$ cat config.mk
export PLATFORM = sky130hd
export DESIGN_NAME = branch_predict_unit_flat
export DESIGN_NICKNAME = d
export VERILOG_FILES = /design/src/rtl/branch_predict_if.sv /design/src/rtl/branch_predict_unit.sv /design/src/flat_wrapper.sv
export SDC_FILE = /design/constraint.sdc
export NUM_CORES = 1
export LEC_CHECK = 0
export ABC_AREA = 1
export BUFFER_PORTS_ARGS = -buffer_cell sky130_fd_sc_hd__buf_2
export CAP_MARGIN = 20
export CORE_ASPECT_RATIO = 0.6
export CORE_MARGIN = 2
export CORE_UTILIZATION = 30
export CTS_BUF_LIST = sky130_fd_sc_hd__clkbuf_4
export DETAILED_ROUTE_END_ITERATION = 8
export HOLD_SLACK_MARGIN = 0.02
export PLACE_DENSITY = 0.48
export SETUP_SLACK_MARGIN = 0.05
export SYNTH_ARGS = -nofsm -noshare
export SYNTH_HDL_FRONTEND = slang
export SYNTH_SLANG_ARGS = --single-unit
$ cat constraint.sdc
create_clock -name clk -period 1.7 [get_ports clk]
set_input_delay 0.085 -clock clk [delete_from_list [all_inputs] [get_ports clk]]
set_output_delay 0.085 -clock clk [all_outputs]
set_load 0.005 [all_outputs]
$ cat src/rtl/branch_predict_if.sv
// Fetch/execute bundle between the pipeline and the branch predictor.
// Optional statistics signals are present only when BRANCH_STATS_EN is defined.
interface branch_predict_if #(
  parameter int unsigned ADDR_W = 32
);
  logic [ADDR_W-1:0] if_pc;
  logic              pred_taken;
  logic              ex_valid;
  logic              ex_is_branch;
  logic [ADDR_W-1:0] ex_pc;
  logic              ex_pred_taken;
  logic              branch_estab;
  logic [ADDR_W-1:0] ex_target;
  logic              mispredict;
  logic [ADDR_W-1:0] redirect_pc;
`ifdef BRANCH_STATS_EN
  logic [31:0]       stat_branches;
  logic [31:0]       stat_mispredicts;
`endif

  // Pipeline side: supplies PCs and resolved outcomes
  modport master (
    output if_pc, ex_valid, ex_is_branch, ex_pc, ex_pred_taken, branch_estab, ex_target,
`ifdef BRANCH_STATS_EN
    input  stat_branches, stat_mispredicts,
`endif
    input  pred_taken, mispredict, redirect_pc
  );

  // Predictor side
  modport slave (
    input  if_pc, ex_valid, ex_is_branch, ex_pc, ex_pred_taken, branch_estab, ex_target,
`ifdef BRANCH_STATS_EN
    output stat_branches, stat_mispredicts,
`endif
    output pred_taken, mispredict, redirect_pc
  );
endinterface

$ cat src/rtl/branch_predict_unit.sv
// Untagged PC-indexed table of 2-bit saturating counters: predicts at IF,
// trains and resolves mispredictions at EX.
// Optional feature macro: BRANCH_STATS_EN (branch / mispredict counters).
module branch_predict_unit #(
  parameter int unsigned BHT_IDX_W = 6,
  parameter int unsigned ADDR_W    = 32
) (
  input  logic                 clk,
  input  logic                 rst_n,
  branch_predict_if.slave      bus
);

  localparam int unsigned BHT_ENTRIES = 1 << BHT_IDX_W;
  localparam int unsigned CTR_W       = 2;
  localparam int unsigned STAT_W      = 32;
  localparam logic [CTR_W-1:0] CTR_RESET = 2'b01;

  logic [CTR_W-1:0]     bht_q [BHT_ENTRIES];
  logic [BHT_IDX_W-1:0] if_idx;
  logic [BHT_IDX_W-1:0] ex_idx;
  logic [CTR_W-1:0]     ex_ctr;
  logic [CTR_W-1:0]     ex_ctr_next;
  logic                 upd;
  logic                 mispredict_c;

  assign if_idx = bus.if_pc[BHT_IDX_W+1:2];
  assign ex_idx = bus.ex_pc[BHT_IDX_W+1:2];
  assign upd    = bus.ex_valid & bus.ex_is_branch;
  assign ex_ctr = bht_q[ex_idx];

  // Saturating increment/decrement of the entry being trained
  always_comb begin
    ex_ctr_next = ex_ctr;
    if (bus.branch_estab) begin
      if (ex_ctr != 2'b11) ex_ctr_next = ex_ctr + CTR_W'(1);
    end else begin
      if (ex_ctr != 2'b00) ex_ctr_next = ex_ctr - CTR_W'(1);
    end
  end

  // Counter table: all entries weakly-not-taken on reset, one write per update
  always_ff @(posedge clk or negedge rst_n) begin
    if (!rst_n) begin
      for (int i = 0; i < BHT_ENTRIES; i++) bht_q[i] <= CTR_RESET;
    end else if (upd) begin
      bht_q[ex_idx] <= ex_ctr_next;
    end
  end

  // Lookup with same-index bypass so IF sees the counter being written this cycle
  always_comb begin
    bus.pred_taken = bht_q[if_idx][1];
    if (rst_n && upd && (if_idx == ex_idx)) bus.pred_taken = ex_ctr_next[1];
  end

  // Resolve: flush and redirect when the piped prediction disagrees with the outcome
  always_comb begin
    mispredict_c    = rst_n & upd & (bus.ex_pred_taken != bus.branch_estab);
    bus.mispredict  = mispredict_c;
    bus.redirect_pc = '0;
    if (mispredict_c) begin
      bus.redirect_pc = bus.branch_estab ? bus.ex_target : (bus.ex_pc + ADDR_W'(4));
    end
  end

`ifdef BRANCH_STATS_EN
  logic [STAT_W-1:0] stat_branches_q;
  logic [STAT_W-1:0] stat_mispredicts_q;

  // Saturating event counters for resolved branches and mispredictions
  always_ff @(posedge clk or negedge rst_n) begin
    if (!rst_n) begin
      stat_branches_q    <= '0;
      stat_mispredicts_q <= '0;
    end else begin
      if (upd && (stat_branches_q != '1))
        stat_branches_q <= stat_branches_q + STAT_W'(1);
      if (mispredict_c && (stat_mispredicts_q != '1))
        stat_mispredicts_q <= stat_mispredicts_q + STAT_W'(1);
    end
  end

  assign bus.stat_branches    = stat_branches_q;
  assign bus.stat_mispredicts = stat_mispredicts_q;
`endif

endmodule

$ cat src/flat_wrapper.sv
// flat-port wrapper written by rule: the top's interface ports become plain ports
module branch_predict_unit_flat 
#(
  parameter int unsigned BHT_IDX_W = 6,
  parameter int unsigned ADDR_W    = 32
)
  (clk, rst_n, bus_if_pc, bus_ex_valid, bus_ex_is_branch, bus_ex_pc, bus_ex_pred_taken, bus_branch_estab, bus_ex_target, bus_pred_taken, bus_mispredict, bus_redirect_pc);
  branch_predict_if #(.ADDR_W(ADDR_W)) bus_i ();
  input  logic clk;
  input  logic rst_n;
  input wire logic [$bits(bus_i.if_pc)-1:0] bus_if_pc;
  input wire logic [$bits(bus_i.ex_valid)-1:0] bus_ex_valid;
  input wire logic [$bits(bus_i.ex_is_branch)-1:0] bus_ex_is_branch;
  input wire logic [$bits(bus_i.ex_pc)-1:0] bus_ex_pc;
  input wire logic [$bits(bus_i.ex_pred_taken)-1:0] bus_ex_pred_taken;
  input wire logic [$bits(bus_i.branch_estab)-1:0] bus_branch_estab;
  input wire logic [$bits(bus_i.ex_target)-1:0] bus_ex_target;
  output wire logic [$bits(bus_i.pred_taken)-1:0] bus_pred_taken;
  output wire logic [$bits(bus_i.mispredict)-1:0] bus_mispredict;
  output wire logic [$bits(bus_i.redirect_pc)-1:0] bus_redirect_pc;
  assign bus_i.if_pc = bus_if_pc;
  assign bus_i.ex_valid = bus_ex_valid;
  assign bus_i.ex_is_branch = bus_ex_is_branch;
  assign bus_i.ex_pc = bus_ex_pc;
  assign bus_i.ex_pred_taken = bus_ex_pred_taken;
  assign bus_i.branch_estab = bus_branch_estab;
  assign bus_i.ex_target = bus_ex_target;
  assign bus_pred_taken = bus_i.pred_taken;
  assign bus_mispredict = bus_i.mispredict;
  assign bus_redirect_pc = bus_i.redirect_pc;
  branch_predict_unit #(.BHT_IDX_W(BHT_IDX_W), .ADDR_W(ADDR_W)) u_core (.clk(clk), .rst_n(rst_n), .bus(bus_i));
endmodule
; ---- Word-level counts from Yosys, hierarchy flattened
; Index checks and enable logic that the tools add are counted.
[classes]
addsub = 3
order_cmp = 3
n_eq_ne = 3
mux = 15
bitwise = 5
reduce_logical = 4
[ops]
columns = op, n
row1 = bitwise mux 128 bit, 1
row2 = 2-to-1 mux 32 bit, 2
row3 = "adder 32 x 3 -> 32 bit, second input constant", 1
row4 = binary-select mux 2 bit (select 6 bit), 2
row5 = 2-to-1 mux 2 bit, 8
row6 = "greater-or-equal comparator 7 bit, second input constant", 2
row7 = inverter 6 -> 7 bit, 2
row8 = demux 2 bit (select 6 bit), 1
row9 = "< comparator 7 x 1 -> 1 bit, second input constant", 1
row10 = == test 6 bit, 1
row11 = AND 1 bit, 3
row12 = logical AND 1 bit, 3
row13 = "adder 2 x 1 -> 2 bit, second input constant", 1
row14 = "!= test 2 bit, second input constant", 1
row15 = nonzero test 2 bit, 1
row16 = "subtractor 2 x 1 -> 2 bit, second input constant", 1
row17 = 2-to-1 mux 1 bit, 1
row18 = != test 1 bit, 1
[word_totals]
regBits = 128
inputBits = 102

; ---- Logic depth before layout (Yosys ltp)
; Gate-level depths: netlist of the first run.
[logic_depth]
depth_word = 8
mapped_depth = 18
ltp_nobuf = 16

; ---- Worst setup path before layout of the first run
; OpenSTA, ideal clock, no wires.
[synth_timing]
path_kind = register -> output
startpoint = register u_core.bht_q[48] (netlist bit)
endpoint = output port bus_pred_taken
arrival_time_ns = 1.506
required_ns = 1.615
setup_slack_ns = 0.109
stages_incl_launch_ff = 17
n_path_buf = 2
path_cell_list = dfstp_2 nand2_1 nand2_1 nand2_1 nand2_1 nand2_1 nand2_1 nand2_1 nand2_1 inv_1 nand2_1 nor2_1 nand2_1 buf_4 buf_6 nand3_1 nand2_1
[synth_between]
elab_chain_cells = 7
[synth_lines]
columns = element, line_no
row1 = from (decl), branch_predict_unit.sv:18  ; logic [CTR_W-1:0] bht_q [BHT_ENTRIES];
row2 = "from (signal, indexed assignment)", branch_predict_unit.sv:46  ; bht_q[ex_idx] <= ex_ctr_next;
row3 = binary-select mux 2 bit (select 6 bit) *, branch_predict_unit.sv:29  ; assign ex_ctr = bht_q[ex_idx];
row4 = 2-to-1 mux 2 bit (implied by the code) * (2 in a row), branch_predict_unit.sv:29
row5 = subtractor 2 x 1 -> 2 bit (tied with other cells), branch_predict_unit.sv:37  ; if (ex_ctr != 2'b00) ex_ctr_next = ex_ctr - CTR_W'(1);
row6 = 2-to-1 mux 2 bit (on tied branches), "branch_predict_unit.sv:37, branch_predict_unit.sv:35"
row7 = 2-to-1 mux 2 bit *, branch_predict_unit.sv:34  ; if (bus.branch_estab) begin
row8 = 2-to-1 mux 1 bit *, branch_predict_unit.sv:53  ; if (rst_n && upd && (if_idx == ex_idx)) bus.pred_taken = ex_ctr_next[1];
row9 = to (decl), flat_wrapper.sv:18  ; output wire logic [$bits(bus_i.pred_taken)-1:0] bus_pred_taken;
; Mark *: on every way between the ends. The rest lies on a longest branch, timed or not. The select of a mux whose other input is x is not followed.

; ---- Worst setup path in the final report of the first run
[layout_timing]
startpoint = register u_core.bht_q[27] (netlist bit)
endpoint = output port bus_pred_taken
[layout_between]
elab_chain_cells = 7
[layout_lines]
columns = element, line_no
row1 = binary-select mux 2 bit (select 6 bit), branch_predict_unit.sv:29
row2 = 2-to-1 mux 2 bit (implied by the code) (2 in a row), branch_predict_unit.sv:29
row3 = subtractor 2 x 1 -> 2 bit (tied with other cells), branch_predict_unit.sv:37
row4 = 2-to-1 mux 2 bit (on tied branches), "branch_predict_unit.sv:37, branch_predict_unit.sv:35"
row5 = 2-to-1 mux 2 bit, branch_predict_unit.sv:34
row6 = 2-to-1 mux 1 bit *, branch_predict_unit.sv:53
; Marks and branches as above.

==> results.json, run 1 <==
{
  "outcome": "finished with violations",
  "violations": "setup timing",
  "synth_xor_area_share_pct": 2.04,
  "track_usage_pct": 23.6,
  "core-area_um2": 29700,
  "synth_warnings": 0,
  "p_per_area_nw_per_um2": 680,
  "syn_nets": 1577,
  "postLayoutCellArea_um2": 12400,
  "place_hpwl_um": 25400,
  "area_delta_synth_final_pct": 37.7,
  "synthSimpleGateAreaFrac_pct": 42.6,
  "clk_pin_slew_ns": 0.13,
  "worst-path-buf-inv": 3,
  "start_util_pct": 30.3,
  "grt_pass1_wl_um": 56600,
  "syn_inst": 1474,
  "cp_slowest_cell": "dfrtp_1",
  "async_flop_share_pct": 100,
  "fin_ws_ns": -0.654,
  "die_h_um": 138,
  "die_x_um": 228,
  "rows": 49,
  "yosysUniqueCellTypes": 29,
  "biggestRegsByFlops": "u_core.bht_q: 128 flops",
  "maxSlewHeadroom_pct": 50.2,
  "grt-ovfl-total": 0,
  "grt_max_degree": 129,
  "drive_above_1_share_pct": 28.2,
  "clock.fmax_ghz": 0.425,
  "cts_tree": "yes",
  "wire_per_inst_um": 17.3,
  "cp_slowest_stage_delay_ns": 0.42,
  "drc": 0,
  "fin_crit_ns": 2.35,
  "avgViaCountPerCell": 4.74,
  "dieArea_um2": 31500,
  "wl_um": 37300,
  "r2r_cells": 16,
  "synth_top_area_share_pct": 27.3,
  "rsz0062_at_grt": "true",
  "vias": 10205,
  "largest_register_ffs": 128,
  "fillers": 3167,
  "place_area_um2": 11200,
  "antenna_cells": 0,
  "worst-path-stages": 14,
  "port_buffers": 109,
  "min_period_over_period_pct": 138,
  "path_max_fanout": 2,
  "ant_nets": 0,
  "place.gp.congestion": 0.888,
  "regMostFlops": "u_core.bht_q",
  "arrival_ns": 2.27,
  "clock_sinks": 128,
  "critPathTopFamily": "simple AND/OR/NAND/NOR gates",
  "leakage_nw": 6.56,
  "synthFlopType": "dfstp_2",
  "cp.required_ns": 1.62,
  "cts-root-buf": "clkbuf_4",
  "synth_top_family_by_area": "simple AND/OR/NAND/NOR gates",
  "h-tree-depth": 4,
  "drtIter0Drc": 1095,
  "clock_path_buffers": 2,
  "worst_pin_slew_ns": 0.747,
  "setup_viol": 136,
  "insertion_delay_ns": 0.63,
  "dr.pass1.iters": 6,
  "path_cells": "inv_2 -> nand2_1 -> nand3_1 -> nand4_1 -> nand2_1 -> nand2_2 -> nor2_4 -> nand2_2 -> nand2_2 -> nand2_2 -> buf_6 -> nand3_2 -> nand2_1 -> buf_2",
  "skew_ns": 0.0261,
  "cts_buffers": 17,
  "path_class": "reg2out",
  "muxShareOfSynthArea_pct": 0,
  "startpoint_type": "register",
  "synth.yosys.seq_area_share_pct": 36.4,
  "ios": 136,
  "synth-compound-area-share_pct": 6.77,
  "slew_violations": 0,
  "synth-edff-count": 0,
  "synthAdderAreaFrac_pct": 0.139,
  "syn_area_um2": 9020,
  "cap_violations": 0,
  "synth_area_leaders": "nand2_1 27%, dfstp_2 19%, dfrtp_1 18%, inv_1 7.9%, nand3_1 7.5%",
  "multiInputGateArea_um2": 5000,
  "avgSynthCellArea_um2": 6.12,
  "hold_viol_final": 0,
  "finish.net_count": 1837,
  "power_mw": 8.44,
  "peakVddDrop_mv": 0.449,
  "grt_pass1_vias": 9405,
  "crit_path_end_kind": "output pin",
  "synth_top_area_cell": "nand2_1",
  "ff_latch_area_um2": 3280,
  "hold_path_class": "in2async",
  "antenna_found_initial": 0,
  "ys_seq_elements": 128,
  "crit_path_frequent_cell": "nand2_2"
}
==> metrics by stage <==
stage | setup slack, ns | hold slack, ns | util (%) | TNS [ns] | std cells
CTS | -0.713 | 0.171 | 40.9 | -31.36 | 2147
floorplan | 0.109 | -0.211 | - | 0 | 1474
detailed placement | -0.506 | 0.254 | 37.5 | -60.40 | 2091
global route | -0.805 | 0.192 | 41.8 | -47.98 | 2154
finish | -0.654 | 0.154 | 41.8 | -33.08 | 2154
global placement | -0.470 | 0.252 | 37.5 | -56.28 | 2091
==> timing repair <==
item | CTS | global route
pin swaps | 36 | 51
resized for setup | 94 | 57
buffers inserted | 14 | 10
gates cloned | 8 | 1
endpoints found under the hold margin | 136 | 0
endpoints found under the setup margin | 149 | 145
hold buffers | 3 | 0
==> per-layer routing <==
metal	vias up	routed length, µm	global-route usage, %	part of all wire, %
met3	39	2670	5.71	7.1
met1	4783	19700	38.0	53
li1	5043	-	-	-
met5	-	0	0	0
met4	0	452	4.37	1.2
met2	340	14500	31.2	39
==> worst register-to-register path, stage by stage, from the launching register on <==
cell and delay [ns]:
dfstp_2 0.56, nand2_1 0.05, nand2_1 0.07, nand2_1 0.10, nand2_1 0.08, nand2_1 0.04, nand2_1 0.08, nand2_2 0.07
nand2_1 0.06, inv_1 0.03, nand2_1 0.07, nor2_2 0.05, nand2_1 0.15, nand2_8 0.16, bufbuf_16 0.32, nand2_1 0.06
nand2_1 0.05
==> synth_stat cells, types with 2 or more instances <==
master and count:
nor2_4 4, buf_4 14, nor2_1 123, a21oi_1 40
nor2_2 3, xor2_1 18, nand4_1 8, o211ai_1 14
buf_6 6, buf_2 19, nand2_1 657, o221ai_1 2
nor3_1 19, inv_1 190, clkbuf_1 23, o21ai_0 49
dfstp_2 64, xnor2_1 3, dfrtp_1 64, inv_2 4
o21ai_1 7, nand3_1 135, nand3b_1 2
==> cells by family after synthesis <==
group                      count (synthesis)
buffers and inverters                    258
AOI/OAI and AO/OA                        113
xor gates and xnor gates                  21
and+or+nand+nor                          953
adders and majority gates                  1
DFF                                      128
==> where the power goes <==
group	switching, mW	internal (mW)
clock network	1.28	1.33
logic	1.34	0.975
registers	0.136	3.39
==> final timing paths <==
kind                                       start          endpoint  slack, ns
worst max-delay path            u_core.bht_q[27]    bus_pred_taken      -0.65
worst min-delay path                       rst_n  u_core.bht_q[23]       0.15
worst max register to register  u_core.bht_q[60]  u_core.bht_q[50]      -0.36
worst min register to register  u_core.bht_q[16]  u_core.bht_q[16]       0.47
max in group asynchronous                  rst_n  u_core.bht_q[67]       0.98
min in group clk                    bus_ex_pc[4]  u_core.bht_q[84]       0.24
==> cells in the final DEF, fill, tap and decap left out, drive strengths merged, types with 5 or more instances in the layout <==
| cell | n |
|---|---|
| dfrtp | 64 |
| clkbuf | 20 |
| o21ai | 56 |
| nor3 | 19 |
| nand3 | 135 |
| nor2 | 130 |
| bufbuf | 5 |
| buf | 295 |
| xor2 | 18 |
| clkinv | 5 |
| a21oi | 40 |
| bufinv | 5 |
| dfstp | 64 |
| inv | 195 |
| nand2 | 658 |
| nand4 | 8 |
| o211ai | 14 |
==> final cells by class <==
type / instances / share of cell area [%]
Timing Repair Buffer: 304 / 20.5
Tap cell: 408 / 4.11
Multi-Input combinational cell: 1088 / 40.3
Inverter: 195 / 5.95
Clock inverter: 12 / 1.54
Sequential cell: 128 / 26.4
Clock buffer: 19 / 1.15
No activity file was read; power rests on OpenSTA's default activity.
==> inputs of run 2 (changes only) <==
--- a/config.mk
+++ b/config.mk
@@ -6,15 +6,14 @@
 export NUM_CORES = 1
 export LEC_CHECK = 0
 export ABC_AREA = 1
-export BUFFER_PORTS_ARGS = -buffer_cell sky130_fd_sc_hd__buf_2
 export CAP_MARGIN = 20
-export CORE_ASPECT_RATIO = 0.6
 export CORE_MARGIN = 2
 export CORE_UTILIZATION = 30
 export CTS_BUF_LIST = sky130_fd_sc_hd__clkbuf_4
 export DETAILED_ROUTE_END_ITERATION = 8
+export DONT_BUFFER_PORTS = 1
 export HOLD_SLACK_MARGIN = 0.02
-export PLACE_DENSITY = 0.48
+export PLACE_DENSITY = 0.44
 export SETUP_SLACK_MARGIN = 0.05
 export SYNTH_ARGS = -nofsm -noshare
 export SYNTH_HDL_FRONTEND = slang
==> run 2 against run 1 <==
The flow finishes with violations (hold timing, setup timing). Global-route usage down 1.3 points. Worst setup slack better by 0.033 ns. Wire length down 3.7%. First-iteration DRC count down 35%. Die area down 0.14%. Non-clock buffer count down 154. Largest power group unchanged. Highest routed layer unchanged.
==> results.json, run 2 (synthesis gave the netlist of run 1 again) <==
{
  "pre_cts_slack_ns": -0.246,
  "combPwrFrac_pct": 24.8,
  "place_hpwl_um": 22700,
  "p_per_area_nw_per_um2": 715,
  "dr.pass1.iters": 5,
  "crit_path_end_kind": "output pin",
  "clock_sinks": 128,
  "fin_ws_ns": -0.620,
  "cts_buffers": 17,
  "power.internal_mw": 5.47,
  "clock_path_buffers": 2,
  "port_buffers": 0,
  "wl_met1_um": 15700,
  "p_seq_share_pct": 43.5,
  "fin_cells": 1984,
  "layout_common_cells": "640 x nand2_1, 188 x inv_1, 121 x nand3_1, 119 x nor2_1, 110 x buf_4",
  "peakVddDrop_mv": 0.372,
  "track_usage_pct": 22.3,
  "arrival_ns": 2.24,
  "dieArea_um2": 31500,
  "rows": 63,
  "path_max_fanout": 2,
  "regMostFlops": "u_core.bht_q",
  "leakage_nw": 5.71,
  "biggestRegsByFlops": "u_core.bht_q: 128 flops",
  "grt_max_degree": 130,
  "ios": 136,
  "placedCellCount": 1915,
  "cap_violations": 0,
  "worst_pin_slew_ns": 0.600,
  "area_delta_synth_final_pct": 24.9,
  "skew_ns": 0.0382,
  "cts_tree": "yes",
  "startpoint_type": "register",
  "postLayoutCellArea_um2": 11300,
  "setup_viol": 129,
  "met3_length_um": 2250,
  "grt_pass1_wl_um": 52400,
  "post-route-util_pct": 38.0,
  "min_period_over_period_pct": 136,
  "cts_hold_buf": 8,
  "ant_nets": 0,
  "wl_um": 36000,
  "start_util_pct": 30.4,
  "timing.hold.ws_ns": -0.821,
  "fin_crit_ns": 2.32,
  "slew_violations": 0,
  "drive_above_1_share_pct": 18.0,
  "switching_power_mw": 2.59,
  "maxSlewHeadroom_pct": 60.0,
  "finish.net_count": 1683,
  "pwr-share-clk_pct": 31.7,
  "final_common_cell": "nand2_1",
  "routed.top_layer": "met4",
  "core-area_um2": 29600,
  "avgViaCountPerCell": 4.79,
  "rsz0062_at_grt": "true",
  "largest_register_ffs": 128,
  "die_x_um": 177,
  "grt_pass1_vias": 9132,
  "cp.required_ns": 1.62,
  "antenna_found_initial": 1,
  "wire_per_inst_um": 18.1,
  "tns_ns": -45.76,
  "grt-ovfl-total": 0,
  "hold_path_class": "in2async",
  "hold_viol_final": 128,
  "violations": "hold timing, setup timing",
  "h-tree-depth": 4,
  "met2WireLength_um": 17200,
  "cts-root-buf": "clkbuf_4",
  "drtIter0Drc": 716,
  "drc": 0,
  "insertion_delay_ns": 0.59,
  "clock.fmax_ghz": 0.431,
  "switching_share_pct": 32.1,
  "die_h_um": 177,
  "clk_pin_slew_ns": 0.15,
  "outcome": "finished with violations",
  "place_area_um2": 10200,
  "path_class": "reg2out",
  "place.gp.congestion": 0.821,
  "vias": 9504
}
[run 2: worst max-delay path, cell delays in order, from the launching register on]
cell and delay [ns]:
dfstp_2 0.57, nand2_1 0.05, nand2_1 0.08, nand2_1 0.05, nand2_1 0.09, nand2_1 0.07, nand2_1 0.07, nand2_2 0.07
nand2_1 0.08, inv_1 0.04, nand2_1 0.07, nor2_2 0.06, nand2_4 0.08, buf_12 0.10, nand3_2 0.06, nand2_2 0.09
[run 2: what timing repair did]
item / in CTS / in global routing
pin swaps: 9 / 23
gates resized for setup: 14 / 43
cloned: 4 / 13
endpoints found under the setup margin: 129 / 137
buffers inserted: 5 / 6
hold endpoints to repair: 185 / 128
[run 2: routing by layer]
layer	vias up	track usage [%]
li1	4735	-
met1	4399	28.3
met2	319	38.6
met3	51	3.79
met4	0	6.93
met5	-	0
[run 2: final cells by class]
class | instances | area (µm²)
repair buffers | 150 | 1610
well taps | 390 | 488
diodes | 1 | 2.50
fillers | 3269 | 18400
multi-input cells | 1088 | 4820
clock inverters | 13 | 189
inverters | 195 | 734
flip-flops and latches | 128 | 3280
clock buffers | 19 | 143
[run 2: path summary, 6_finish.rpt]
kind	from	to	slack, ns	cells past startpoint
worst max-delay path	u_core.bht_q[88]	bus_pred_taken	-0.62	15
worst min-delay path	rst_n	u_core.bht_q[15]	-0.82	0
worst max register to register	u_core.bht_q[33]	u_core.bht_q[21]	-0.39	15
worst min register to register	u_core.bht_q[84]	u_core.bht_q[84]	0.47	2
max in group asynchronous	rst_n	u_core.bht_q[112]	2.24	0
min in group clk	bus_ex_pc[5]	u_core.bht_q[90]	0.08	5
[run 2: stage by stage]
stage	power, mW	hold WS [ns]
global placement	5.00	-0.205
CTS	7.77	-0.865
global route	8.44	-0.866
floorplan	4.52	-0.211
detailed placement	5.00	-0.204
finish	8.06	-0.821
[run 2: power by group through the flow]
stage,combinational [mW],clock [mW],sequential [mW]
2_1_floorplan,0.997,0,3.53
3_3_place_gp,1.44,0,3.55
3_5_place_dp,1.45,0,3.55
4_1_cts,1.64,2.62,3.51
5_1_grt,2.17,2.73,3.54
6_report,2.00,2.55,3.51
